--- config.mk ---
export PLATFORM = sky130hd
export DESIGN_NAME = uart_tx_buf
export DESIGN_NICKNAME = d
export VERILOG_FILES = /design/src/rtl/uart_pkg.sv /design/src/rtl/uart_sync_fifo.sv /design/src/rtl/uart_tx_buf.sv
export SDC_FILE = /design/constraint.sdc
export NUM_CORES = 1
export LEC_CHECK = 0
export ABC_AREA = 0
export CAP_MARGIN = 0
export CORE_MARGIN = 5
export CORE_UTILIZATION = 50
export CTS_CLUSTER_SIZE = 28
export DETAILED_ROUTE_END_ITERATION = 8
export MAX_ROUTING_LAYER = met4
export PLACE_DENSITY_LB_ADDON = 0.1
export SLEW_MARGIN = 40
export SYNTH_ARGS = -nofsm -noshare
export SYNTH_HDL_FRONTEND = slang
export SYNTH_SLANG_ARGS = --single-unit
--- constraint.sdc ---
create_clock -name CLK -period 3.65 [get_ports CLK]
set_input_delay 1.095 -clock CLK [delete_from_list [all_inputs] [get_ports CLK]]
set_output_delay 1.095 -clock CLK [all_outputs]
set_load 0.02 [all_outputs]
--- src/rtl/uart_pkg.sv ---
// Shared types and constants for the buffered UART transmitter.
// Holds the FSM state encoding and the standard baud divisors.
package uart_pkg;

    typedef enum logic [1:0] {
        ST_IDLE  = 2'd0,
        ST_START = 2'd1,
        ST_DATA  = 2'd2,
        ST_STOP  = 2'd3
    } uart_state_e;

    // Clocks per bit minus one: 115.2 kbps at 12 MHz and at 40 MHz
    localparam logic [11:0] UART_BEC_12M = 12'd103;
    localparam logic [11:0] UART_BEC_40M = 12'd346;

    localparam int UART_DATA_BITS = 8;

endpackage

--- src/rtl/uart_sync_fifo.sv ---
// Single-clock FIFO with occupancy output for the UART transmit queue.
// Read data is the entry at the read pointer; no read-ahead register.
module uart_sync_fifo
    import uart_pkg::*;
#(
    parameter int P_WIDTH      = UART_DATA_BITS,
    parameter int P_DEPTH_LOG2 = 4
) (
    input  logic                    clk,
    input  logic                    rst,
    input  logic                    wr_en,
    input  logic [P_WIDTH-1:0]      wr_data,
    input  logic                    rd_en,
    output logic [P_WIDTH-1:0]      rd_data,
    output logic                    full,
    output logic                    empty,
    output logic [P_DEPTH_LOG2:0]   level
);

    localparam int DEPTH = 2 ** P_DEPTH_LOG2;
    localparam logic [P_DEPTH_LOG2:0] LVL_FULL = {1'b1, {P_DEPTH_LOG2{1'b0}}};
    localparam logic [P_DEPTH_LOG2:0] LVL_ONE = (P_DEPTH_LOG2 + 1)'(1);
    localparam logic [P_DEPTH_LOG2-1:0] PTR_ONE = P_DEPTH_LOG2'(1);

    logic [P_WIDTH-1:0]      mem_q [DEPTH];
    logic [P_DEPTH_LOG2-1:0] wr_ptr_q, wr_ptr_d;
    logic [P_DEPTH_LOG2-1:0] rd_ptr_q, rd_ptr_d;
    logic [P_DEPTH_LOG2:0]   level_q, level_d;
    logic                    push;
    logic                    pop;

    // A full FIFO refuses writes even when a pop happens the same cycle
    assign full    = (level_q == LVL_FULL);
    assign empty   = (level_q == '0);
    assign push    = wr_en && !full;
    assign pop     = rd_en && !empty;
    assign rd_data = mem_q[rd_ptr_q];
    assign level   = level_q;

    // Pointer and occupancy next-state
    always_comb begin
        wr_ptr_d = wr_ptr_q;
        rd_ptr_d = rd_ptr_q;
        level_d  = level_q;
        if (push) wr_ptr_d = wr_ptr_q + PTR_ONE;
        if (pop)  rd_ptr_d = rd_ptr_q + PTR_ONE;
        unique case ({push, pop})
            2'b10:   level_d = level_q + LVL_ONE;
            2'b01:   level_d = level_q - LVL_ONE;
            default: level_d = level_q;
        endcase
    end

    // Reset flushes the queue by clearing pointers and occupancy
    always_ff @(posedge clk or posedge rst) begin
        if (rst) begin
            wr_ptr_q <= '0;
            rd_ptr_q <= '0;
            level_q  <= '0;
        end else begin
            wr_ptr_q <= wr_ptr_d;
            rd_ptr_q <= rd_ptr_d;
            level_q  <= level_d;
        end
    end

    // Storage array; contents are don't-care until written
    always_ff @(posedge clk) begin
        if (push) mem_q[wr_ptr_q] <= wr_data;
    end

endmodule

--- src/rtl/uart_tx_buf.sv ---
// Buffered 8N1/8N2 UART transmitter, LSB first, back-to-back frames.
// Bytes queue in a FIFO; the FSM pops them and drives a registered TXD.
module uart_tx_buf
    import uart_pkg::*;
#(
    parameter logic [11:0] P_BIT_END_COUNT   = UART_BEC_12M,
    parameter int          P_FIFO_DEPTH_LOG2 = 4,
    parameter int          P_STOP_BITS       = 1
) (
    input  logic                         CLK,
    input  logic                         RESET,
    input  logic [7:0]                   TX_DATA,
    input  logic                         TX_VALID,
    output logic                         TX_READY,
    output logic                         TXD,
    output logic                         TX_BUSY,
    output logic                         TX_DONE,
    output logic [P_FIFO_DEPTH_LOG2:0]   FIFO_LEVEL
);

    localparam logic [2:0] LAST_BIT  = 3'(UART_DATA_BITS - 1);
    localparam logic       LAST_STOP = (P_STOP_BITS == 2);

    uart_state_e                  state_q, state_d;
    logic [11:0]                  timer_q, timer_d;
    logic [2:0]                   bit_idx_q, bit_idx_d;
    logic                         stop_idx_q, stop_idx_d;
    logic [7:0]                   shift_q, shift_d;
    logic                         txd_q, txd_d;
    logic                         done_q, done_d;
    logic                         bit_end;
    logic                         load;
    logic                         fifo_pop;
    logic                         fifo_full;
    logic                         fifo_empty;
    logic [7:0]                   fifo_rd_data;
    logic [P_FIFO_DEPTH_LOG2:0]   fifo_level;

    uart_sync_fifo #(
        .P_WIDTH      (UART_DATA_BITS),
        .P_DEPTH_LOG2 (P_FIFO_DEPTH_LOG2)
    ) u_fifo (
        .clk     (CLK),
        .rst     (RESET),
        .wr_en   (TX_VALID),
        .wr_data (TX_DATA),
        .rd_en   (fifo_pop),
        .rd_data (fifo_rd_data),
        .full    (fifo_full),
        .empty   (fifo_empty),
        .level   (fifo_level)
    );

    assign bit_end    = (timer_q == P_BIT_END_COUNT);
    assign TX_READY   = !fifo_full;
    assign TXD        = txd_q;
    assign TX_DONE    = done_q;
    assign FIFO_LEVEL = fifo_level;
    assign TX_BUSY    = (fifo_level != '0) || (state_q != ST_IDLE);

    // Bit timer wraps each bit period and restarts on every frame load
    always_comb begin
        timer_d = bit_end ? 12'd0 : timer_q + 12'd1;
        if (load) timer_d = 12'd0;
    end

    // Frame sequencer: pop, start bit, data bits, stop bit(s)
    always_comb begin
        state_d    = state_q;
        bit_idx_d  = bit_idx_q;
        stop_idx_d = stop_idx_q;
        shift_d    = shift_q;
        done_d     = 1'b0;
        load       = 1'b0;
        fifo_pop   = 1'b0;
        unique case (state_q)
            ST_IDLE: begin
                if (!fifo_empty) load = 1'b1;
            end
            ST_START: begin
                if (bit_end) begin
                    state_d   = ST_DATA;
                    bit_idx_d = 3'd0;
                end
            end
            ST_DATA: begin
                if (bit_end) begin
                    shift_d = {1'b0, shift_q[7:1]};
                    if (bit_idx_q == LAST_BIT) begin
                        state_d    = ST_STOP;
                        stop_idx_d = 1'b0;
                    end else begin
                        bit_idx_d = bit_idx_q + 3'd1;
                    end
                end
            end
            ST_STOP: begin
                if (bit_end) begin
                    if (stop_idx_q == LAST_STOP) begin
                        done_d = 1'b1;
                        if (!fifo_empty) load = 1'b1;
                        else state_d = ST_IDLE;
                    end else begin
                        stop_idx_d = 1'b1;
                    end
                end
            end
            default: state_d = ST_IDLE;
        endcase
        if (load) begin
            fifo_pop = 1'b1;
            shift_d  = fifo_rd_data;
            state_d  = ST_START;
        end
    end

    // Line level for the current state, registered one clock later
    always_comb begin
        txd_d = 1'b1;
        unique case (state_q)
            ST_START: txd_d = 1'b0;
            ST_DATA:  txd_d = shift_q[0];
            default:  txd_d = 1'b1;
        endcase
    end

    // State registers; reset forces the line idle-high at once
    always_ff @(posedge CLK or posedge RESET) begin
        if (RESET) begin
            state_q    <= ST_IDLE;
            timer_q    <= 12'd0;
            bit_idx_q  <= 3'd0;
            stop_idx_q <= 1'b0;
            shift_q    <= 8'd0;
            txd_q      <= 1'b1;
            done_q     <= 1'b0;
        end else begin
            state_q    <= state_d;
            timer_q    <= timer_d;
            bit_idx_q  <= bit_idx_d;
            stop_idx_q <= stop_idx_d;
            shift_q    <= shift_d;
            txd_q      <= txd_d;
            done_q     <= done_d;
        end
    end

endmodule

Word level (Yosys, flattened, before mapping) --
Memories as Yosys holds them, arrays and structs flattened. Index checks and enable logic that the tools add are counted.
Cells by class: add/subtract/negate cells 6, equality and inequality tests 19, multiplexer cells 34, reductions and logical operators 19
Operators with widths (count):
- $mux 12 | 2
- $mux 8 | 3
- $ne 3x3->1 const B | 6
- $mux 2 | 7
- $mux 1 | 13
- $add 12x1->12 const B | 1
- $eq 12x7->1 const B | 1
- $reduce_bool 2->1 | 6
- $ne 2x2->1 const B | 5
- $pmux 5 s2 | 1
- $mux 3 | 3
- $add 4x1->4 const B | 2
- $reduce_and 4->1 | 2
- $reduce_and 7->1 | 1
- $eq 2x2->1 const B | 3
- $pmux 1 s2 | 3
- $pmux 2 s3 | 1
- $pmux 3 s2 | 1
- $add 5x1->5 const B | 1
- $eq 5x5->1 const B | 1
- $logic_not 5->1 | 1
- $reduce_bool 5->1 | 1
- $sub 5x1->5 const B | 1
- $eq 2x1->1 const B | 2
- other kinds (8) | 10
Word-level totals: register bits 41, RAM bits 128, input bits 11, output and inout bits 9, word-level logic and storage cells 89, memories kept 1
Memories:
- u_fifo.mem_q | words 16, width 8, rd ports 1, clocked after memory_dff 0, wr ports 1, RTL line uart_sync_fifo.sv:25 | logic [P_WIDTH-1:0] mem_q [DEPTH];

Logic depth before layout (Yosys ltp) --
Gate-level depths: netlist of run 1.
word-level depth 9, gate-level depth with buffers 14, gate-level depth less buffers 13

Modules after synthesis --
From an unflattened synthesis of run 1, not the netlist that was laid out.
Unflattened totals: cells, all modules 479, area, all modules 7278.2 sq um
Modules (own cells, without submodules):
- uart_sync_fifo | instances 1, cells an instance 333, area each 5796.8 sq um, seq. area each 4169.0 sq um
- uart_tx_buf | instances 1, cells an instance 146, area each 1481.4 sq um, seq. area each 676.9 sq um

Least setup slack after synthesis of run 1 --
Ideal clock, no wire load.
path type register to register, from reg timer_q[3], to reg u_fifo.level_q[4] (netlist: u_fifo.level[4]), library setup time 0.080 ns, arrival time 3.372 ns, required time 3.570 ns, slack 0.198 ns, stages on the path, launching flop included 13, path buffers 1, period minus slack after synthesis 3.452 ns, path through dfrtp_1 or4_4 o41ai_2 nor3b_4 buf_4 ha_1 xor2_1 ha_1 or3b_2 a21oi_1 a21oi_1 o32ai_1 xor2_1
On the way: cells in the longest elaborated chain, start to end 7, elaborated cells on any way between the ends 9, classes of those cells eq/ne (3); mux (4); reduce/logical (2)
RTL lines:
- start: declaration | RTL line uart_tx_buf.sv:25 | logic [11:0] timer_q, timer_d;
- start signal: assignment | RTL line uart_tx_buf.sv:139 | timer_q <= timer_d;
- $eq 12x7->1 * | RTL line uart_tx_buf.sv:54 | assign bit_end = (timer_q == P_BIT_END_COUNT);
- $mux 1 * | RTL line uart_tx_buf.sv:98 | if (bit_end) begin
- $pmux 1 s2 * | RTL line uart_tx_buf.sv:76 | unique case (state_q)
- $mux 1 * | RTL line uart_tx_buf.sv:110 | if (load) begin
- $logic_and 1x1->1 * | RTL line uart_sync_fifo.sv:36 | assign pop = rd_en && !empty;
- named net u_fifo.pop | RTL line uart_sync_fifo.sv:30 | logic pop;
- $eq 2x1->1 or $eq 2x2->1 (tied branches) | RTL line uart_sync_fifo.sv:47 | unique case ({push, pop})
- $pmux 5 s2 or $reduce_bool 2->1 (tied branches)
- end signal: assignment | RTL line uart_sync_fifo.sv:63 | level_q <= level_d;
- end: declaration | RTL line uart_sync_fifo.sv:28 | logic [P_DEPTH_LOG2:0] level_q, level_d;
The timed path passes the listed nets; every way through them passes the cells marked *. A chain may end at the register's enable or synchronous reset.

Worst setup path after layout of run 1 --
from reg timer_q[3], to reg u_fifo.level_q[4] (netlist: u_fifo.level[4])
On the way: cells in the longest elaborated chain, start to end 7, elaborated cells on any way between the ends 9, classes of those cells eq/ne (3); mux (4); reduce/logical (2)
RTL lines (RTL line):
- $eq 12x7->1 * | uart_tx_buf.sv:54
- $mux 1 * | uart_tx_buf.sv:98
- $pmux 1 s2 * | uart_tx_buf.sv:76
- $mux 1 * | uart_tx_buf.sv:110
- $logic_and 1x1->1 * | uart_sync_fifo.sv:36
- $eq 2x1->1 or $eq 2x2->1 (tied branches) | uart_sync_fifo.sv:47
- $pmux 5 s2 or $reduce_bool 2->1 (tied branches)
Mark *: on every way between the ends. The rest lies on a longest branch, timed or not.

==> reports/qor.yml, run 1 <==
outcome: "complete, no violations"
synth_top_area_share_pct: 54.4
dr_wl_met3_um: 384
rsz0062_at_grt: "no"
row_count: 43
worst-path-max-fanout: 4
numCtsBuffers: 17
routedLengthMet1_um: 5690
hold_violations: 0
synth_cell_types: 42
cp_data_required_time_ps: 3990
drtIter0Drc: 224
r2r-start: "timer_q[3]"
reg2regPathDepth: 11
place_congestion: 0.752
clkLatencyLatePin_ps: 420
r2r_setup_slack_ps: 260
drv_slew: 0
cts_hold_buf: 0
cp-end-kind: "flip-flop"
synth_top_cell_by_area: "edfxtp_1"
grt_usage_pct: 17.2
timing.rr.end: "u_fifo.level[4]"
synthTopCellsByArea: "edfxtp_1, dfrtp_1, mux4_2"
whs_ps: 494
antenna_found_initial: 0
drive_above_1_share_pct: 21.7
cts.sinks: 168
firstDrtPassIters: 4
grt_pass1_wl_um: 20700
skew_ps: 11.6
layout_commonest_cell: "edfxtp_1"
cp_slowest_cell: "or4_4"
netlist_area_mm2: 0.00706
grt_overflow: 0
hpwl_um: 8380
synthCells: 424
met2_length_um: 6590
worstSetupPathType: "flip-flop to flip-flop"
remaining_drc_errors: 0
avgRoutedWirePerCell_um: 19.3
cts.reportedPaths.clkPinSlew_ps: 60
num_vias: 3686
cts.path.max_buffers: 2
die_w_um: 129
setup_viol: 0
h-tree-depth: 4
cts_resized: 0
tritoncts: "yes"
synth_seq_cells: 168
max_freq_ghz: 0.295
ys_warn_count: 0
critPathLaunch: "timer_q[3]"
p_leak_nw: 2.97
min_period_ps: 3390
grt_max_degree: 35
routed_wl_um: 12800
ant_nets: 0
portBuffers: 19
mostFrequentLayoutCells: "edfxtp_1, dfrtp_1, mux4_2, nor2_1, nand2_1"
die-area_mm2: 0.0166
coreArea_mm2: 0.0139
slowest_delay_ps: 590
maxCapViolations: 0
n_antenna_cell: 0
synth-seq-area-share_pct: 68.6
grt_pass1_vias: 3763
fin_crit_sh_pct: 93.0
synth_nets: 452
postCtsSetupBuffers: 0
cp-endpoint: "u_fifo.level[4]"
top_layer: "met4"
routed_via_density: 5.56
layout.nets: 498
fin_tns_setup_ps: 0
ios: 20
start_util_pct: 50.9
dieHeight_um: 129
ir_drop_mv: 0.354
num-fill-cells: 1051
syn_avg_cell_area_um2: 16.7
ctsRootBufferMaster: "clkbuf_16"
power_density_mw_per_mm2: 711
hold_class: "flip-flop to flip-flop"
cp.arrival_ps: 3730
cp-start-kind: "flip-flop"
worstMarginPinSlew_ps: 717
cp_cell_sequence: "or4_4 -> o41ai_2 -> nor3b_4 -> ha_1 -> xor2_1 -> ha_1 -> or3b_2 -> a21oi_1 -> a21oi_1 -> o32ai_1 -> xor2_1"
slew_headroom_pct: 52.2
area_growth_pct: 15.9
[state kept, by name (all words and copies together), names as in the netlist]
register and count:
u_fifo.wr_ptr_q 4, u_fifo.level 5, state_q 2, shift_q 8, bit_idx_q 3, timer_q 12, TX_DONE 1, TXD 1
u_fifo.rd_ptr_q 4, u_fifo.mem_q 128
[logic make-up after synthesis]
family / after synthesis / share of synthesized area [%]
AO/OA/AOI/OAI: 38 / 3.51
adder cells (fa/ha/maj): 17 / 3.01
AND/OR/NAND/NOR: 90 / 6.20
multiplexers: 58 / 14.1
buffers and inverters: 31 / 1.88
flip-flops: 168 / 68.6
XOR/XNOR: 22 / 2.73
[cells in the mapped netlist (all sizes together)]
cell	count
inv	13
buf	10
nand3b	2
ha	17
a21oi	5
o21ai	15
mux2	10
a21o	3
or3	1
nor3b	2
mux4	32
clkbuf	8
o41ai	1
xnor2	11
and2	1
or2	1
or3b	1
nand4	4
or4bb	1
mux2i	16
a221oi	1
nor2	30
and3	3
nand2	28
or4	1
dfrtp	39
edfxtp	128
a211o	1
o211ai	9
nand3	5
nand2b	2
nor3	6
nor4	2
a22oi	2
xor2	11
dfstp	1
o32ai	1
[critical path: cells and delay by family (launching register included)]
family                     cells  cell delay (ps)
xor gates and xnor gates       2              230
and+or+nand+nor                3             1340
adders and majority gates      2              440
AOI/OAI and AO/OA              4              890
DFF                            1              420
[power by group]
| part | internal (mW) | total (mW) | switching (mW) | leakage [nW] |
|---|---|---|---|---|
| logic | 0.710 | 1.36 | 0.654 | 1.02 |
| clock network | 1.08 | 1.81 | 0.728 | 0.288 |
| registers | 2.37 | 2.64 | 0.278 | 1.66 |
[worst min-delay path by stage]
stage,from,slack (ps),cells past startpoint,to
CTS,timer_q[0],490,1,timer_q[0]
detailed placement,timer_q[0],480,1,timer_q[0]
global route,timer_q[0],510,1,timer_q[0]
finish,timer_q[0],490,1,timer_q[0]
floorplan,timer_q[0],460,1,timer_q[0]
global placement,timer_q[0],470,1,timer_q[0]
[per-stage QoR]
step | util, % | worst slack [ps] | area [µm²] | total power [mW] | std cells
3_3_place_gp | 54.7 | 203 | 7590 | 4.05 | 631
6_report | 59.0 | 256 | 8190 | 5.82 | 663
3_5_place_dp | 54.7 | 166 | 7590 | 4.08 | 631
4_1_cts | 59.0 | 253 | 8190 | 5.90 | 663
5_1_grt | 59.0 | 56.9 | 8190 | 6.13 | 663
2_1_floorplan | - | 198 | 7060 | 3.62 | 424
[metal layers]
layer / vias to the layer above / track usage [%]
met4: 0 / 5.00
met5: - / -
met2: 53 / 28.0
met1: 1904 / 21.9
li1: 1720 / -
met3: 9 / 3.90
[layout make-up]
class,count,area (µm²),share of cell area (%)
timing repair buffer,45,385,4.71
inverter,13,48.8,0.596
multi-input combinational,225,2080,25.5
sequential,168,4850,59.2
clock inverter,14,169,2.06
clock buffer,18,429,5.24
tap,180,225,2.75
Power figures use the tool's default switching activity.
==> run 2: changes to the inputs <==
Settings changed: SLEW_MARGIN 40 to 20.
==> results of run 2 <==
No change in the layout: final DEF, timing and power equal those of run 1.
